**src/rtl/adder_arb_pkg.sv**
```systemverilog
// adder_arb_pkg: shared definitions for the adder_arbiter block.
//   - state_e         : sequencer states (IDLE, CALC, HOLD)
//   - ADDER_W_DEFAULT : default operand / sum width
//   - idw()           : requester-index width for a given requester count
package adder_arb_pkg;

  localparam int ADDER_W_DEFAULT = 64;

  typedef enum logic [1:0] {
    IDLE = 2'd0,
    CALC = 2'd1,
    HOLD = 2'd2
  } state_e;

  // Index width for n requesters; never narrower than one bit.
  function automatic int idw(input int n);
    return (n <= 2) ? 1 : $clog2(n);
  endfunction

endpackage

```
**src/rtl/adder_arbiter_rr_picker.sv**
```systemverilog
// rr_picker: combinational round-robin one-hot picker.
// Ports:
//   valid  in  NREQ  request vector
//   ptr    in  IDW   highest-priority index; search wraps NREQ-1 -> 0
//   grant  out NREQ  one-hot first valid at/after ptr, zero if none valid
module rr_picker
  import adder_arb_pkg::*;
#(
  parameter int NREQ = 4,
  localparam int IDW = idw(NREQ)
) (
  input  logic [NREQ-1:0] valid,
  input  logic [IDW-1:0]  ptr,
  output logic [NREQ-1:0] grant
);

  logic found;

  // Priority level k belongs to requester i when i == (ptr + k) mod NREQ,
  // i.e. ptr == (i - k) mod NREQ; comparing against constants keeps every
  // index static.
  // NOTE: every output of an always_comb gets a default first so no path
  // leaves it unassigned, which would otherwise infer a latch.
  always_comb begin
    grant = '0;
    found = 1'b0;
    for (int k = 0; k < NREQ; k++) begin
      for (int i = 0; i < NREQ; i++) begin
        if (!found && valid[i] && (ptr == IDW'((i - k + NREQ) % NREQ))) begin
          grant[i] = 1'b1;
          found    = 1'b1;
        end
      end
    end
  end

endmodule

```
**src/rtl/ripple_adder.sv**
```systemverilog
// ripple_adder: the existing W-bit ripple-carry adder datapath (combinational).
// Ports:
//   a_i, b_i  in  W  operands
//   cin_i     in  1  carry-in
//   sum_o     out W  a + b + cin, modulo 2^W
//   cout_o    out 1  carry-out of the top bit
module ripple_adder #(
  parameter int W = 64
) (
  input  logic [W-1:0] a_i,
  input  logic [W-1:0] b_i,
  input  logic         cin_i,
  output logic [W-1:0] sum_o,
  output logic         cout_o
);

  logic carry;

  // NOTE: blocking assignments in always_comb are intentional; each loop
  // iteration must see the carry produced by the previous bit.
  always_comb begin
    carry = cin_i;
    sum_o = '0;
    for (int i = 0; i < W; i++) begin
      sum_o[i] = a_i[i] ^ b_i[i] ^ carry;
      carry    = (a_i[i] & b_i[i]) | (carry & (a_i[i] ^ b_i[i]));
    end
    cout_o = carry;
  end

endmodule

```
**src/rtl/adder_arbiter.sv**
```systemverilog
// adder_arbiter: round-robin arbiter and sequencer sharing one ripple adder
// among NREQ requesters. Each request is captured (IDLE), added (CALC) and
// held until the consumer accepts it (HOLD); results carry the requester id.
// Build option: define ADDER_ARB_ACCUM_EN to add the req_acc port and one
// running-sum register per requester that can replace operand B.
// Ports:
//   clk, rst   clock, synchronous active-high reset
//   req_valid  in  NREQ    per-requester request strobe
//   req_ready  out NREQ    one-hot grant (combinational, IDLE only)
//   req_a/b    in  NREQ*W  operands, requester i at [i*W +: W]
//   req_cin    in  NREQ    carry-in per requester
//   req_acc    in  NREQ    use accumulator as B (ADDER_ARB_ACCUM_EN only)
//   rsp_valid  out 1       result held
//   rsp_ready  in  1       consumer accepts result
//   rsp_id     out IDW     requester index of the result
//   rsp_sum    out W       registered sum
//   rsp_cout   out 1       registered carry-out
module adder_arbiter
  import adder_arb_pkg::*;
#(
  parameter int NREQ = 4,
  parameter int W    = ADDER_W_DEFAULT,
  localparam int IDW = idw(NREQ)
) (
  input  logic              clk,
  input  logic              rst,
  input  logic [NREQ-1:0]   req_valid,
  output logic [NREQ-1:0]   req_ready,
  input  logic [NREQ*W-1:0] req_a,
  input  logic [NREQ*W-1:0] req_b,
  input  logic [NREQ-1:0]   req_cin,
`ifdef ADDER_ARB_ACCUM_EN
  input  logic [NREQ-1:0]   req_acc,
`endif
  output logic              rsp_valid,
  input  logic              rsp_ready,
  output logic [IDW-1:0]    rsp_id,
  output logic [W-1:0]      rsp_sum,
  output logic              rsp_cout
);

  state_e         state_q, state_d;
  logic [IDW-1:0] rr_ptr_q, rr_ptr_d;
  logic [IDW-1:0] id_q, id_d;
  logic [W-1:0]   a_q, a_d;
  logic [W-1:0]   b_q, b_d;
  logic           cin_q, cin_d;
  logic [W-1:0]   sum_q, sum_d;
  logic           cout_q, cout_d;
`ifdef ADDER_ARB_ACCUM_EN
  logic [NREQ-1:0][W-1:0] acc_q, acc_d;
`endif

  logic [NREQ-1:0] grant;
  logic [IDW-1:0]  sel_id;
  logic [W-1:0]    sel_a, sel_b;
  logic            sel_cin;
  logic [W-1:0]    add_sum;
  logic            add_cout;

  rr_picker #(.NREQ(NREQ)) u_picker (
    .valid (req_valid),
    .ptr   (rr_ptr_q),
    .grant (grant)
  );

  ripple_adder #(.W(W)) u_adder (
    .a_i    (a_q),
    .b_i    (b_q),
    .cin_i  (cin_q),
    .sum_o  (add_sum),
    .cout_o (add_cout)
  );

  // Operand mux for the granted requester (grant is one-hot or zero).
  always_comb begin
    sel_id  = '0;
    sel_a   = '0;
    sel_b   = '0;
    sel_cin = 1'b0;
    for (int i = 0; i < NREQ; i++) begin
      if (grant[i]) begin
        sel_id  = IDW'(i);
        sel_a   = req_a[i*W +: W];
        sel_b   = req_b[i*W +: W];
`ifdef ADDER_ARB_ACCUM_EN
        if (req_acc[i]) sel_b = acc_q[i];
`endif
        sel_cin = req_cin[i];
      end
    end
  end

  // Next-state and output logic.
  always_comb begin
    state_d   = state_q;
    rr_ptr_d  = rr_ptr_q;
    id_d      = id_q;
    a_d       = a_q;
    b_d       = b_q;
    cin_d     = cin_q;
    sum_d     = sum_q;
    cout_d    = cout_q;
`ifdef ADDER_ARB_ACCUM_EN
    acc_d     = acc_q;
`endif
    req_ready = '0;
    rsp_valid = 1'b0;

    case (state_q)
      IDLE: begin
        // Gated by rst so no requester sees a grant that reset will drop.
        if (!rst && (|grant)) begin
          req_ready = grant;
          id_d      = sel_id;
          a_d       = sel_a;
          b_d       = sel_b;
          cin_d     = sel_cin;
          state_d   = CALC;
        end
      end
      CALC: begin
        sum_d   = add_sum;
        cout_d  = add_cout;
        state_d = HOLD;
      end
      HOLD: begin
        rsp_valid = !rst;
        if (rsp_ready) begin
          rr_ptr_d = (id_q == IDW'(NREQ - 1)) ? '0 : id_q + IDW'(1);
`ifdef ADDER_ARB_ACCUM_EN
          acc_d[id_q] = sum_q;
`endif
          state_d  = IDLE;
        end
      end
      default: state_d = IDLE;
    endcase
  end

  // NOTE: sequential state uses non-blocking assignments so every register
  // samples its pre-edge value regardless of statement order.
  always_ff @(posedge clk) begin
    if (rst) begin
      state_q  <= IDLE;
      rr_ptr_q <= '0;
      id_q     <= '0;
      a_q      <= '0;
      b_q      <= '0;
      cin_q    <= 1'b0;
      sum_q    <= '0;
      cout_q   <= 1'b0;
`ifdef ADDER_ARB_ACCUM_EN
      // NOTE: the accumulator bank is reset explicitly; running sums must
      // start from zero, unlike plain storage that could stay unreset.
      acc_q    <= '0;
`endif
    end else begin
      state_q  <= state_d;
      rr_ptr_q <= rr_ptr_d;
      id_q     <= id_d;
      a_q      <= a_d;
      b_q      <= b_d;
      cin_q    <= cin_d;
      sum_q    <= sum_d;
      cout_q   <= cout_d;
`ifdef ADDER_ARB_ACCUM_EN
      acc_q    <= acc_d;
`endif
    end
  end

  assign rsp_id   = id_q;
  assign rsp_sum  = sum_q;
  assign rsp_cout = cout_q;

endmodule

```
**config.mk**
```make
export PLATFORM = sky130hd
export DESIGN_NAME = adder_arbiter
export DESIGN_NICKNAME = d
export VERILOG_FILES = /design/src/rtl/adder_arb_pkg.sv /design/src/rtl/adder_arbiter_rr_picker.sv /design/src/rtl/ripple_adder.sv /design/src/rtl/adder_arbiter.sv
export SDC_FILE = /design/constraint.sdc
export NUM_CORES = 1
export LEC_CHECK = 0
export ABC_AREA = 1
export ABC_CLOCK_PERIOD_IN_PS = 26000
export CORE_AREA = 10 10 225 227
export CTS_CLUSTER_DIAMETER = 100
export CTS_CLUSTER_SIZE = 16
export DETAILED_ROUTE_END_ITERATION = 12
export DIE_AREA = 0 0 235 237
export PLACE_DENSITY_LB_ADDON = 0.08
export SYNTH_ARGS = -nofsm -noshare
export SYNTH_HDL_FRONTEND = slang
export SYNTH_SLANG_ARGS = --single-unit
```
**constraint.sdc**
```tcl
create_clock -name clk -period 26 [get_ports clk]
set_input_delay 5.2 -clock clk [delete_from_list [all_inputs] [get_ports clk]]
set_output_delay 5.2 -clock clk [all_outputs]
set_load 0.02 [all_outputs]
```
## Word level (Yosys, flattened, before mapping)

Index checks and enable logic that the tools add are counted.

- Magnitude comparators: 0
- Multiplexer cells: 52
- Multipliers: 0
- Reduce and logical (&&, ||, !) cells: 54
- Add/sub/neg operators: 1
- Divide/modulo/power cells: 0
- Shift operators: 0
- Bitwise operators: 320
- Equality and inequality tests: 8

Operators by type and width:

| cell | count |
|---|---|
| $mux 64 | 8 |
| $and 1x1->1 | 128 |
| $xor 1x1->1 | 128 |
| $or 1x1->1 | 64 |
| $mux 1 | 36 |
| $logic_and 1x1->1 | 32 |
| $logic_not 1->1 | 16 |
| $mux 2 | 5 |
| $eq 2x2->1 const B | 4 |
| $mux 4 | 2 |
| $pmux 2 s3 | 1 |
| $reduce_and 2->1 | 3 |
| $eq 2x1->1 const B | 2 |
| $logic_not 2->1 | 2 |
| $ne 2x2->1 const B | 2 |
| $reduce_or 4->1 | 1 |
| $add 2x1->2 const B | 1 |

- Output and inout bits: 72
- Latch bits: 0
- Input bits: 523
- Flip-flop bits (word level): 200
- ROM bits: 0
- RAM bits: 0
- Memories kept: 0

## Logic depth before layout (Yosys ltp)

- Depth in word-level cells: 129
- Depth in mapped cells: 68
- Mapped depth without buffers: 68

## Cells and area by module

From an unflattened synthesis, not the netlist that was laid out.

- Cell total of the unflattened synthesis: 2030
- Area, all modules: 13157.6 sq um

By module, submodules not included:

| module | instances | area each (sq um) | cells an instance |
|---|---|---|---|
| adder_arbiter | 1 | 11544.8 | 1905 |
| ripple_adder | 1 | 1318.8 | 74 |
| rr_picker | 1 | 294.0 | 51 |

## Least setup slack after synthesis

OpenSTA, ideal clock, no wires.

- Path type: reg2reg
- From: reg a_q[0]
- To: reg sum_q[63], in the netlist rsp_sum[63]
- Path buffers: 0
- Library setup time: 0.070 ns
- Slack: 1.272 ns
- Stages on the path, launching flop included: 69
- Data arrival time: 24.658 ns
- Clock period less this slack: 24.728 ns
- Cells stage by stage: dfxtp_1 fa_1 fa_1 fa_1 fa_1 fa_1 fa_1 fa_1 fa_1 fa_1 fa_1 fa_1 fa_1 fa_1 fa_1 fa_1 fa_1 inv_1 [... 33 more ...] fa_1 fa_1 fa_1 fa_1 fa_1 fa_1 fa_1 fa_1 fa_1 fa_1 fa_1 fa_1 fa_1 fa_1 fa_1 inv_1 fa_1 a21oi_1

- Cells in the longest elaborated chain, start to end: 128

Ends and longest elaborated chain:

| element | RTL line | RTL |
|---|---|---|
| start: declaration | adder_arbiter.sv:45 | `logic [W-1:0] a_q, a_d;` |
| start signal: assignment | adder_arbiter.sv:148 | `a_q <= '0;` |
| start signal: assignment | adder_arbiter.sv:162 | `a_q <= a_d;` |
| $xor 1x1->1 | ripple_adder.sv:26 | `carry = (a_i[i] & b_i[i]) \| (carry & (a_i[i] ^ b_i[i]));` |
| $and 1x1->1 | ripple_adder.sv:26 |  |
| $or 1x1->1 * | ripple_adder.sv:26 |  |
| $and 1x1->1 * | ripple_adder.sv:26 |  |
| $or 1x1->1 * | ripple_adder.sv:26 |  |
| $and 1x1->1 * | ripple_adder.sv:26 |  |
| $or 1x1->1 * | ripple_adder.sv:26 |  |
| $and 1x1->1 * | ripple_adder.sv:26 |  |
| [... 112 more ...] | - |  |
| $or 1x1->1 * | ripple_adder.sv:26 |  |
| $and 1x1->1 * | ripple_adder.sv:26 |  |
| $or 1x1->1 * | ripple_adder.sv:26 |  |
| $and 1x1->1 * | ripple_adder.sv:26 |  |
| $or 1x1->1 * | ripple_adder.sv:26 |  |
| $and 1x1->1 * | ripple_adder.sv:26 |  |
| $or 1x1->1 * | ripple_adder.sv:26 |  |
| $xor 1x1->1 * | ripple_adder.sv:25 | `sum_o[i] = a_i[i] ^ b_i[i] ^ carry;` |
| end signal: assignment | adder_arbiter.sv:165 | `sum_q <= sum_d;` |
| end: declaration | adder_arbiter.sv:48 | `logic [W-1:0] sum_q, sum_d;` |

Every way passes the cells marked *; elsewhere a longest branch is shown, timed or not.
A chain may end at the register's enable or synchronous reset.

## Final worst setup path

Ends and elaborated chain as after synthesis.

==> impl_metrics.yaml <==
outcome:
  status: "complete, no violations"
cts:
  clock-sinks: 200
  cts_tree: "yes"
  cts_hold_buf: 0
  clk_pin_slew_ps: 80
  h-tree-depth: 4
  cts_setup_buffers: 0
  clock_latency_ps: 440
  clock_path_buffers: 2
  numCtsBuffers: 17
  cts_root_buf: "clkbuf_16"
timing:
  final.period_utilization_pct: 97.2
  tightest_slew_ps: 1110
  fin_crit_ps: 25280
  fin_skew_ps: 16.1
  maxSlewHeadroom_pct: 26.0
  worst_slack_ps: 720
  final_max_slew_viol_count: 0
  timing.fmax_mhz: 39.6
  hold_viol: 0
  setup_tns_ps: 0
  setup_violations: 0
  grt_setup_unrepaired: "no"
detailed_routing:
  drt_iter0_markers: 730
  vias: 13391
  drt_wl_total_um: 56500
  drc: 0
  drtPass1Iterations: 5
  ant_nets: 0
  avgRoutedWirePerCell_um: 19.2
  vias_per_cell: 4.55
place:
  gp_congestion: 0.863
  dpl_worst_slack_ps: -43.8
  hpwl_um: 44200
  portBuffers: 594
synthesis:
  synth_largest_area_cell: "dfxtp_1"
  synth_seq_area_share_pct: 33.8
  yosys_register_bits: 200
  synth_top_area_share_pct: 33.8
  synth_cells: 1821
  yosysUniqueCellTypes: 24
  yosys_warnings: 0
  synth.avg_cell_area_um2: 6.50
  synth_nets: 2409
  yosys-top-cells-area: "dfxtp_1, nand2_1, nor2_1"
  netlist_area_um2: 11800
worst_setup_path:
  cp.arrival_ps: 25640
  crit_path_start_kind: "flop"
  critPathMostFrequentCell: "fa_1"
  critPathSlowestCell: "fa_1"
  cp_max_fo: 2
  rrSetupSlack_ps: 720
  r2r-end: "rsp_sum[63]"
  path_class: "flop to flop"
  r2r-start: "a_q[0]"
  max_stage_delay_ps: 430
  crit_end: "rsp_sum[63]"
  worstPathRequired_ps: 26360
  startpoint: "a_q[0]"
  r2r_cells: 68
  endpoint_kind: "flop"
global_routing:
  grt_max_degree: 96
  antenna_found_initial: 1
  grt-ovfl-total: 0
  grt_pass1_vias: 14010
  grt_first_pass_wirelength_um: 85400
  grt_util_all_layers_pct: 19.5
die:
  die-area_um2: 55700
  core_region_area_um2: 46200
  initial_utilization_pct: 25.6
  num_rows: 79
  die_w_um: 235
  ioPinCount: 595
  die_y_um: 237
pwr:
  p_leak_nw: 7.92
  pwr_density_cell_nw_per_um2: 67.2
  report.power.total_mw: 1.26
  ir_worst_vdd_mv: 0.0380
layout:
  diodes: 0
  drive_gt1_share_pct: 3.08
  num-nets-final: 2914
  fillCellCount: 4864
  area_growth_syn_to_layout_pct: 58.2
flow_run:
  cap_violations: 0
min_path:
  hp-class: "flop to flop"
[cells in the final DEF (no fill, tap or decap), drive strengths merged, types with 2 or more instances in the layout]
master and count:
nand3 81, inv 90, nor2 384, clkdlybuf4s50 593, buf 12, clkinv 3, nand2 672, a21oi 9
clkbuf 19, fa 64, dfxtp 200, nor3 2, o21ai 70, nand4 134
[layer usage]
layer	share of wire [%]	vias up	global-route usage, %	routed length, um
met2	50	409	34.5	28400
met1	43	6209	23.2	24100
met3	5.9	26	4.94	3340
li1	-	6745	-	-
met4	1.3	2	4.07	748
met5	0.023	-	0	13
[critical path: cells and delay by family, from the launching register on]
kind / cells / cell delay, ps
flip-flops: 1 / 330
AO/OA/AOI/OAI: 1 / 120
adder cells (fa/ha/maj): 64 / 24520
buffers and inverters: 3 / 210
[where the power goes]
part | internal (mW) | total (mW) | switching, mW
Clock | 0.141 | 0.270 | 0.129
Combinational | 0.233 | 0.535 | 0.301
Sequential | 0.389 | 0.454 | 0.0644
Total | 0.763 | 1.26 | 0.495
[final cells by class]
cell class / instances / area, um^2 / share of cell area (%)
repair buffers: 605 / 6030 / 32.2
well taps: 607 / 759 / 4.06
multi-input cells: 1420 / 7030 / 37.6
inverters: 82 / 313 / 1.67
flip-flops and latches: 200 / 4000 / 21.4
clock inverters: 13 / 131 / 0.702
clock buffers: 19 / 453 / 2.42
[Yosys cell counts]
library cell / instances
ha_1: 1
nand4_2: 1
o21bai_1: 1
nor2_1: 381
a21oi_1: 9
nand3_1: 81
nand2_1: 671
nand2_2: 1
dfxtp_1: 200
nor3_1: 2
o22ai_1: 1
nor2_4: 2
buf_1: 9
o21ai_0: 70
fa_1: 64
buf_4: 6
nor2_2: 1
buf_6: 4
clkbuf_1: 46
a31oi_1: 1
inv_1: 80
inv_2: 2
nand4_1: 133
buf_2: 54
[how the worst min path moves through the flow]
stage / endpoint / cells after the start / slack (ps) / startpoint
after floorplan: b_q[16] / 2 / 440 / b_q[16]
after global placement: b_q[16] / 2 / 460 / b_q[16]
after detailed placement: b_q[16] / 2 / 460 / b_q[16]
after CTS: b_q[16] / 2 / 470 / b_q[16]
after global routing: b_q[63] / 2 / 500 / b_q[63]
final: b_q[63] / 2 / 470 / b_q[63]
[registers in the layout (all words and copies together) (netlist names)]
signal and cells:
a_q 64, b_q 64, cin_q 1, rr_ptr_q 2, rsp_cout 1, rsp_id 2, rsp_sum 64, state_q 2
[cell families (layout without fill, tap and decap cells)]
| group | after synthesis | after routing | share of synthesized area [%] |
|---|---|---|---|
| adders and majority gates | 65 | 65 | 10.9 |
| AOI/OAI and AO/OA | 82 | 82 | 3.51 |
| and+or+nand+nor | 1273 | 1273 | 44.3 |
| DFF | 200 | 200 | 33.8 |
| buffers and inverters | 201 | 719 | 7.39 |
[stage by stage]
step | std cells | util (%) | hold slack, ps | instance area (um^2)
final | 2946 | 40.6 | 472 | 18700
after global routing | 2946 | 40.6 | 496 | 18700
after CTS | 2946 | 40.5 | 474 | 18700
after detailed placement | 2914 | 39.2 | 464 | 18100
after global placement | 2914 | 39.2 | 464 | 18100
after floorplan | 1821 | - | 443 | 11800
[repair_timing]
action	CTS	global route
pin swaps	0	1
resized for setup	2	13
endpoints found under the setup margin	1	3
No activity file was read; power rests on OpenSTA's default activity.
